==> config.mk <==
export PLATFORM = sky130hd
export DESIGN_NAME = ram_arbiter
export DESIGN_NICKNAME = d
export VERILOG_FILES = /design/src/rtl/a500_ram_pkg.sv /design/src/rtl/bus_sync.sv /design/src/rtl/ram_arbiter.sv
export SDC_FILE = /design/constraint.sdc
export NUM_CORES = 1
export LEC_CHECK = 0
export ABC_AREA = 1
export CORE_ASPECT_RATIO = 2
export CORE_MARGIN = 5
export CORE_UTILIZATION = 35
export CTS_CLUSTER_DIAMETER = 30
export DETAILED_ROUTE_END_ITERATION = 10
export GPL_TIMING_DRIVEN = 1
export SKIP_LAST_GASP = 1
export SLEW_MARGIN = 20
export SYNTH_ARGS = -nofsm -noshare
export SYNTH_HDL_FRONTEND = slang
export SYNTH_SLANG_ARGS = --single-unit
==> constraint.sdc <==
create_clock -name CLK -period 3.83 [get_ports CLK]
set_clock_uncertainty 0.15 [all_clocks]
set_input_delay 0.383 -clock CLK [delete_from_list [all_inputs] [get_ports CLK]]
set_output_delay 0.383 -clock CLK [all_outputs]
set_load 0.03 [all_outputs]
==> src/rtl/a500_ram_pkg.sv <==
// rtl/a500_ram_pkg.sv - shared types and defaults for the A500 SRAM arbiter
package a500_ram_pkg;

    localparam int WAIT_STATES_DEF  = 1;
    localparam int STARVE_LIMIT_DEF = 4;
    localparam int CNT_W            = 4;

    typedef enum logic [2:0] {
        ST_IDLE,
        ST_CPU_ACC,
        ST_CPU_ACK,
        ST_DMA_ACC,
        ST_DMA_ACK
    } arb_state_e;

endpackage

==> src/rtl/bus_sync.sv <==
// rtl/bus_sync.sv - two-stage synchronizer for asynchronous bus strobes
module bus_sync #(
    parameter int WIDTH = 1
) (
    input  logic             clk_i,
    input  logic             rst_i,
    input  logic [WIDTH-1:0] d_i,
    output logic [WIDTH-1:0] q_o
);

    logic [WIDTH-1:0] meta_q;
    logic [WIDTH-1:0] sync_q;

    always_ff @(posedge clk_i or posedge rst_i) begin
        if (rst_i) begin
            meta_q <= '0;
            sync_q <= '0;
        end else begin
            meta_q <= d_i;
            sync_q <= meta_q;
        end
    end

    assign q_o = sync_q;

endmodule

==> src/rtl/ram_arbiter.sv <==
// rtl/ram_arbiter.sv - shares one SRAM between the 68000 bus and the IDE DMA engine
module ram_arbiter import a500_ram_pkg::*; #(
    parameter int WAIT_STATES  = WAIT_STATES_DEF,
    parameter int STARVE_LIMIT = STARVE_LIMIT_DEF
) (
    input  logic       CLK,
    input  logic       RST,
    input  logic       cpu_sel,
    input  logic       AS,
    input  logic       UDS,
    input  logic       LDS,
    input  logic       RW,
    input  logic       dma_req,
    input  logic       dma_rw,
    input  logic [1:0] dma_be,
    output logic       dma_ack,
    output logic       ram_ce,
    output logic       ram_oe,
    output logic [1:0] ram_we,
    output logic       addr_sel,
    output logic       dtack
);

    localparam logic [CNT_W-1:0] LAST_CYC   = CNT_W'(WAIT_STATES + 1);
    localparam logic [CNT_W-1:0] STARVE_MAX = CNT_W'(STARVE_LIMIT);

    arb_state_e       state_q, state_d;
    logic [CNT_W-1:0] cyc_q, cyc_d;
    logic [CNT_W-1:0] starve_q, starve_d;
    logic             rd_q, rd_d;
    logic [1:0]       mask_q, mask_d;
    logic             rdy_q;
    logic             as_sync;
    logic             cpu_req;
    logic             grant_cpu, grant_dma;

    logic             ram_ce_q, ram_ce_d;
    logic             ram_oe_q, ram_oe_d;
    logic [1:0]       ram_we_q, ram_we_d;
    logic             addr_sel_q, addr_sel_d;
    logic             dtack_q, dtack_d;
    logic             dma_ack_q, dma_ack_d;

    bus_sync #(.WIDTH(1)) u_as_sync (
        .clk_i (CLK),
        .rst_i (RST),
        .d_i   (AS),
        .q_o   (as_sync)
    );

    assign cpu_req = as_sync & cpu_sel;

    // rdy_q holds off grants for one edge after reset so DMA cannot win on the first edge
    always_ff @(posedge CLK or posedge RST) begin
        if (RST) begin
            state_q    <= ST_IDLE;
            cyc_q      <= '0;
            starve_q   <= '0;
            rd_q       <= 1'b1;
            mask_q     <= 2'b00;
            rdy_q      <= 1'b0;
            ram_ce_q   <= 1'b0;
            ram_oe_q   <= 1'b0;
            ram_we_q   <= 2'b00;
            addr_sel_q <= 1'b0;
            dtack_q    <= 1'b0;
            dma_ack_q  <= 1'b0;
        end else begin
            state_q    <= state_d;
            cyc_q      <= cyc_d;
            starve_q   <= starve_d;
            rd_q       <= rd_d;
            mask_q     <= mask_d;
            rdy_q      <= 1'b1;
            ram_ce_q   <= ram_ce_d;
            ram_oe_q   <= ram_oe_d;
            ram_we_q   <= ram_we_d;
            addr_sel_q <= addr_sel_d;
            dtack_q    <= dtack_d;
            dma_ack_q  <= dma_ack_d;
        end
    end

    always_comb begin
        state_d    = state_q;
        cyc_d      = cyc_q;
        starve_d   = starve_q;
        rd_d       = rd_q;
        mask_d     = mask_q;
        addr_sel_d = addr_sel_q;
        grant_cpu  = 1'b0;
        grant_dma  = 1'b0;
        case (state_q)
            ST_IDLE: begin
                cyc_d = '0;
                if (rdy_q) begin
                    grant_dma = dma_req && (!cpu_req || starve_q == STARVE_MAX);
                    grant_cpu = cpu_req && !grant_dma;
                end
                if (grant_cpu) begin
                    state_d    = ST_CPU_ACC;
                    rd_d       = RW;
                    mask_d     = {UDS, LDS};
                    addr_sel_d = 1'b0;
                    if (!dma_req) begin
                        starve_d = '0;
                    end else if (starve_q != STARVE_MAX) begin
                        starve_d = starve_q + 1'b1;
                    end
                end else if (grant_dma) begin
                    state_d    = ST_DMA_ACC;
                    rd_d       = dma_rw;
                    mask_d     = dma_be;
                    addr_sel_d = 1'b1;
                    starve_d   = '0;
                end else if (!dma_req) begin
                    starve_d = '0;
                end
            end
            ST_CPU_ACC: begin
                if (!as_sync) begin
                    state_d = ST_IDLE;
                end else if (cyc_q == LAST_CYC) begin
                    state_d = ST_CPU_ACK;
                end else begin
                    cyc_d = cyc_q + 1'b1;
                end
            end
            ST_CPU_ACK: begin
                if (!as_sync) begin
                    state_d = ST_IDLE;
                end
            end
            ST_DMA_ACC: begin
                if (cyc_q == LAST_CYC) begin
                    state_d = ST_DMA_ACK;
                end else begin
                    cyc_d = cyc_q + 1'b1;
                end
            end
            ST_DMA_ACK: begin
                state_d = ST_IDLE;
            end
            default: begin
                state_d = ST_IDLE;
            end
        endcase
    end

    // Outputs are decoded from the next state so the registered copies line up with state_q
    always_comb begin
        ram_ce_d  = (state_d == ST_CPU_ACC) || (state_d == ST_DMA_ACC);
        ram_oe_d  = ram_ce_d && rd_d;
        ram_we_d  = (ram_ce_d && !rd_d && cyc_d != '0) ? mask_d : 2'b00;
        dtack_d   = (state_d == ST_CPU_ACK);
        dma_ack_d = (state_d == ST_DMA_ACK);
    end

    assign ram_ce   = ram_ce_q;
    assign ram_oe   = ram_oe_q;
    assign ram_we   = ram_we_q;
    assign addr_sel = addr_sel_q;
    assign dtack    = dtack_q;
    assign dma_ack  = dma_ack_q;

endmodule

## Word level (Yosys, flattened, before mapping)

Cells that the tools add are included.

- Register bits: 24
- Bits of input ports: 11
- Output and inout bits: 7
- Logic and storage cells: 72

- $add $sub $neg: 2
- Equality and inequality tests: 12
- Multiplexer cells: 28
- Bitwise logic cells: 1
- Reductions and logical operators: 15

Operator list:

| kind | count |
|---|---|
| $mux 4 | 7 |
| $mux 3 | 6 |
| $eq 3x2->1 const B | 4 |
| $pmux 3 s4 | 1 |
| $pmux 4 s3 | 1 |
| $mux 1 | 9 |
| $add 4x1->4 const B | 2 |
| $mux 2 | 4 |
| $eq 3x1->1 const B | 2 |
| $logic_and 1x1->1 | 5 |
| $eq 4x2->1 const B | 1 |
| $eq 4x3->1 const B | 1 |
| $ne 4x3->1 const B | 1 |
| $reduce_bool 4->1 | 1 |
| $eq 3x3->1 const B | 1 |
| $logic_not 1->1 | 3 |
| $logic_not 3->1 | 1 |
| $ne 3x1->1 const B | 1 |
| $ne 3x2->1 const B | 1 |
| $reduce_and 3->1 | 1 |
| $logic_or 1x1->1 | 2 |
| $reduce_and 2->1 | 1 |
| $reduce_bool 2->1 | 1 |
| $and 1x1->1 | 1 |

## Depth between registers and ports, before layout

- Depth after elaboration: 15
- Mapped depth: 11
- Depth with buffers taken out: 11

## Cells and area by module

Synthesis repeated with hierarchy kept, for this count alone.

- Cells, all modules: 151
- Area total of the unflattened synthesis: 1213.7 um^2

By module, submodules not included:

| module | instances | cells each | area each (um^2) | sequential area each (um^2) |
|---|---|---|---|---|
| ram_arbiter | 1 | 148 | 1159.9 | 551.8 |
| bus_sync | 1 | 3 | 53.8 | 50.0 |

## Worst setup path before layout

Ideal clock, no wire load.

- Path type: register -> register
- From: reg cyc_q[0]
- To: reg ram_we_q[0], in the netlist ram_we[0]
- Setup time: 0.116 ns
- Data arrival time: 1.276 ns
- Required time: 3.564 ns
- Slack: 2.289 ns
- Cell stages (with the launch flop): 10
- Path buffers: 0
- Cell sequence: dfrtp_1 -> inv_1 -> ha_1 -> nand3_1 -> nand2_1 -> nor2_1 -> a21oi_1 -> nand3_1 -> nand2_1 -> nor2_1

- Word-level cells in the longest chain between the ends: 9
- Elaborated cells on any way between the ends: 16
- Those cells by class: 1 x add/sub; 3 x eq/ne; 8 x mux; 4 x reduce/logical

RTL lines:

| element | RTL line | source |
|---|---|---|
| start, declared | ram_arbiter.sv:28 | `logic [CNT_W-1:0] cyc_q, cyc_d;` |
| start signal, assigned | ram_arbiter.sv:70 | `cyc_q <= cyc_d;` |
| branches (longest 7 deep; another with $add 4x1->4) | n/a |  |
| $logic_and 1x1->1 * | ram_arbiter.sv:154 | `ram_we_d = (ram_ce_d && !rd_d && cyc_d != '0) ? mask_d : 2'b00;` |
| $mux 2 * | ram_arbiter.sv:154 |  |
| named net ram_we_d[0] | ram_arbiter.sv:39 | `logic [1:0] ram_we_q, ram_we_d;` |
| end signal, assigned | ram_arbiter.sv:77 | `ram_we_q <= ram_we_d;` |
| end, declared | ram_arbiter.sv:39 |  |

Mark *: on every way through the listed nets, which the timed path passes.
A chain may end at the register's enable or synchronous reset.

## Final worst setup path

- From: reg cyc_q[0]
- To: reg ram_we_q[1], in the netlist ram_we[1]

The elaborated chain is that of the path after synthesis.

==> impl_results.rst <==
.. list-table::
   :header-rows: 1

   * - Metric
     - Value
   * - Final setup vio count
     - 0
   * - Std-Cell Core Area
     - between 0.003 and 0.004 mm^2
   * - Sequence of cells on the critical path
     - inv_1 -> ha_1 -> nand3_1 -> nand2_1 -> nor2_1 -> a21oi_1 -> nand3_1 -> nand2_1 -> nor2_1
   * - Critical path class
     - flop to flop
   * - Cell Count Post-Placement
     - 197
   * - Yosys warning total
     - 0
   * - Pwr Density
     - around 630 mW/mm^2
   * - Cell family with most CP delay
     - simple AND/OR/NAND/NOR gates
   * - Count of buffers inserted at the top-level ports
     - 17
   * - CTS Root Buffer Type
     - clkbuf_8
   * - DR iter-0 viols
     - 16
   * - Fillers
     - ~350
   * - Worst Path Arrival
     - roughly 1.9 ns
   * - Via count of the first global-routing pass
     - roughly 1.1k
   * - Fraction of layout cells with a size suffix above 1
     - 0.148
   * - Global routing usage summed across all routing layers
     - 0.130
   * - Peak ir drop on the vdd network
     - between 0.2 and 0.3 mV
   * - Worst hold start
     - u_as_sync.meta_q
   * - Buffers and inverters on the worst path
     - 1
   * - Hold buffer count at CTS
     - 0
   * - Largest net degree at the start of global routing
     - 25
   * - Ratio of final minimum period to clock period
     - 0.488
   * - DIE AREA
     - between 0.004 and 0.005 mm^2
   * - Setup TNS after final layout
     - 0 ns
   * - Net count after synthesis
     - between 150 and 200
   * - WHS
     - between 0.2 and 0.25 ns
   * - Total net switching power
     - 0.000357 W
   * - Count of final hold-check violations
     - 0
   * - Reg2reg end
     - ram_we[1]
   * - Number of placement rows
     - 30
   * - Worst setup SP type
     - flop
   * - Starting density of the core
     - 0.361
   * - Result of the run
     - completed
   * - TritonCTS clock tree
     - yes
   * - Slew Limit Fails
     - 0
   * - Netlist Area Pre-Place
     - approximately 0.0012 mm^2
   * - Via count
     - between 900 and 1k
   * - Detailed-routing iteration count for the pre-antenna-repair pass
     - 2
   * - Area Growth Syn to Fin
     - 23.1%
   * - CTS Buf Count
     - 3
   * - Floorplan die width
     - approximately 52 um
   * - Peak clock frequency supported by timing
     - between 0.5 and 0.6 GHz
   * - Die span in y
     - around 93 um
   * - Relative contribution of combinational cells to total power
     - 0.387
   * - Type of destination of the critical path
     - flop
   * - Register clock-pin slew on the reported worst setup and hold paths
     - around 0.08 ns
   * - Max-Slew Margin vs Limit
     - 0.398
   * - Count of buffers added by post-CTS timing repair for setup
     - 0
   * - Register-to-Register Setup Slack
     - slightly below 2 ns
   * - Most utilized layer in the global route result
     - met2
   * - Insertion delay of the later-clocked pin in the worst-skew pair
     - 0.27 ns
   * - Part of the power in registers
     - 0.376
   * - Number of non-filler instances in the completed layout
     - 201
   * - Buffers from clock root to sink, at most
     - 2
   * - Length in cells of the worst reg-to-reg path
     - 9
   * - Met3 Use GR
     - 0.0255
   * - Switching portion of total power
     - 0.380
   * - Count of boundary I/O pins
     - 18
   * - Hold crit path type
     - flop to flop
   * - Maximum fanout count along the critical path
     - 7
   * - Slew @ Worst Pin
     - ~0.90 ns
   * - Worst hold stages
     - 0
   * - GR Util met2
     - 0.248
   * - Met1 usage
     - 0.112
   * - First-pass GRT wire length
     - ~4600 um
   * - Number of H-tree branching levels
     - 1
   * - Global-route congestion overflow total
     - 0
   * - Critical R2R Launch
     - cyc_q[0]
   * - Cell at the slowest stage of the critical path
     - dfrtp_1
   * - Max-capacitance violation count
     - 0
   * - Post-detailed-placement half-perimeter wirelength
     - around 2200 um
   * - Area of the multi-input gates
     - around 500 um^2
   * - Critical path origin
     - cyc_q[0]
   * - Sink of the worst hold path
     - u_as_sync.q_o
   * - Routability-driven placement congestion ratio
     - around 0.86
   * - Register bit count reported by yosys
     - 24
   * - Final WL
     - between 2000 and 3000 um
   * - Part of the Yosys area used for sequential elements
     - 0.494
   * - Antenna cell count
     - 0
   * - Worst setup timing slack at the placement stage
     - 1.82 ns
   * - Maximum single-stage delay on the critical path
     - ~0.44 ns
   * - CTS-repair resized insts
     - 0
   * - Count of clock tree sinks
     - 24
   * - Mapped Cells
     - 148
   * - Antenna violations before repair
     - 0
   * - WP data required
     - between 3 and 4 ns
   * - Clock network power share
     - 0.237
   * - Total DRC errors in the routed layout
     - 0
   * - Layout Nets
     - about 190
   * - Post-route core utilization
     - 0.444
   * - Unique cell type count in the Yosys netlist
     - 23
   * - Routed wirelength normalized by instance count
     - approximately 13 um
   * - RSZ-0062 raised after global routing
     - false
   * - Worst-case setup margin in the final layout
     - about 2.0 ns
   * - Avg Inst Size Synth
     - about 8.2 um^2
   * - Leakage component of the power
     - 0.771 nW
   * - Cell Int Power
     - 0.000582 W
   * - Antenna-violating nets left
     - 0
   * - Vias per cell
     - 4.96
   * - Min Tclk post-route
     - ~1.9 ns
   * - Total area of sequential cells
     - between 600 and 700 um^2
-- synth_stat cells --
master | count | share of area
inv_2 | 5 | 0.015
dfrtp_1 | 23 | 0.47
a21oi_1 | 7 | 0.029
xor2_1 | 1 | 0.0072
nor2_4 | 1 | 0.0092
nor2_1 | 10 | 0.031
conb_1 | 1 | 0.0031
nand3_1 | 14 | 0.057
nor3_1 | 3 | 0.012
nor2_2 | 4 | 0.021
o21ai_0 | 3 | 0.012
nand3b_1 | 1 | 0.0062
dfstp_2 | 1 | 0.022
nand4_1 | 2 | 0.010
o21ai_1 | 3 | 0.012
a21oi_2 | 2 | 0.014
nand2_1 | 26 | 0.080
o32ai_1 | 1 | 0.0072
or2_1 | 2 | 0.010
ha_1 | 4 | 0.041
inv_1 | 26 | 0.080
nand2_2 | 6 | 0.031
nand3_2 | 2 | 0.016
-- power by group through the flow --
stage / logic, W / clock network (W) / registers (W)
floorplan: 0.000214 / 0 / 0.000390
global placement: 0.000363 / 0 / 0.000358
CTS: 0.000369 / 0.000226 / 0.000354
global route: 0.000411 / 0.000236 / 0.000361
finish: 0.000364 / 0.000223 / 0.000353
detailed placement: 0.000368 / 0 / 0.000358
-- routing by layer --
| layer | part of all wire | up-vias |
|---|---|---|
| li1 | - | 501 |
| met4 | 0.055 | 0 |
| met2 | 0.59 | 16 |
| met5 | 0 | - |
| met1 | 0.33 | 467 |
| met3 | 0.026 | 12 |
-- worst max path at each step --
stage                     cells past startpoint  slack [ns]        end
after global routing                          9        1.79  ram_we[1]
after CTS                                     9        1.95  ram_we[1]
after floorplan                               9        2.29  ram_we[0]
final                                         9        1.96  ram_we[1]
after global placement                       10        1.87  ram_we[0]
after detailed placement                     10        1.82  ram_we[1]
-- final cells by class --
class                   instances  area share
inverters                      31      0.0776
well taps                      32      0.0267
repair buffers                 17       0.113
multi-input cells              93       0.334
clock buffers                   3      0.0275
clock inverters                 1      0.0200
flip-flops and latches         24       0.401
-- sequential cells by signal, indices dropped and copies added, names as in the netlist --
register,cells
cyc_q,4
ram_ce,1
addr_sel,1
mask_q,2
rdy_q,1
u_as_sync.meta_q,1
ram_we,2
starve_q,4
dma_ack,1
u_as_sync.q_o,1
dtack,1
ram_oe,1
rd_q,1
state_q,3
-- cells in the final DEF (no fill, tap or decap) --
cell type,n
dfstp_2,1
inv_2,5
conb_1,1
o21ai_1,3
a21oi_1,7
nand3_1,14
xor2_1,1
nand3b_1,1
nor2_1,10
nor3_1,3
nand2_2,6
nor2_4,1
clkbuf_8,3
bufinv_16,1
o21ai_0,3
ha_1,4
clkdlybuf4s50_1,17
nand3_2,2
o32ai_1,1
a21oi_2,2
nand2_1,26
nand4_1,2
dfrtp_1,23
or2_1,2
inv_1,26
nor2_2,4
-- cells by family after synthesis --
family                     synth area share
AOI/OAI and AO/OA                    0.0749
xor gates and xnor gates            0.00719
adders and majority gates            0.0411
buffers and inverters                0.0955
DFF                                   0.494
other                               0.00308
and+or+nand+nor                       0.284
-- through the flow --
stage          instance area, um^2  total power [W]
5_1_grt                       1500          0.00101
4_1_cts                       1500         0.000949
3_3_place_gp                  1430         0.000721
3_5_place_dp                  1430         0.000726
2_1_floorplan                 1220         0.000604
6_report                      1500         0.000939
Power figures use the tool's default switching activity.
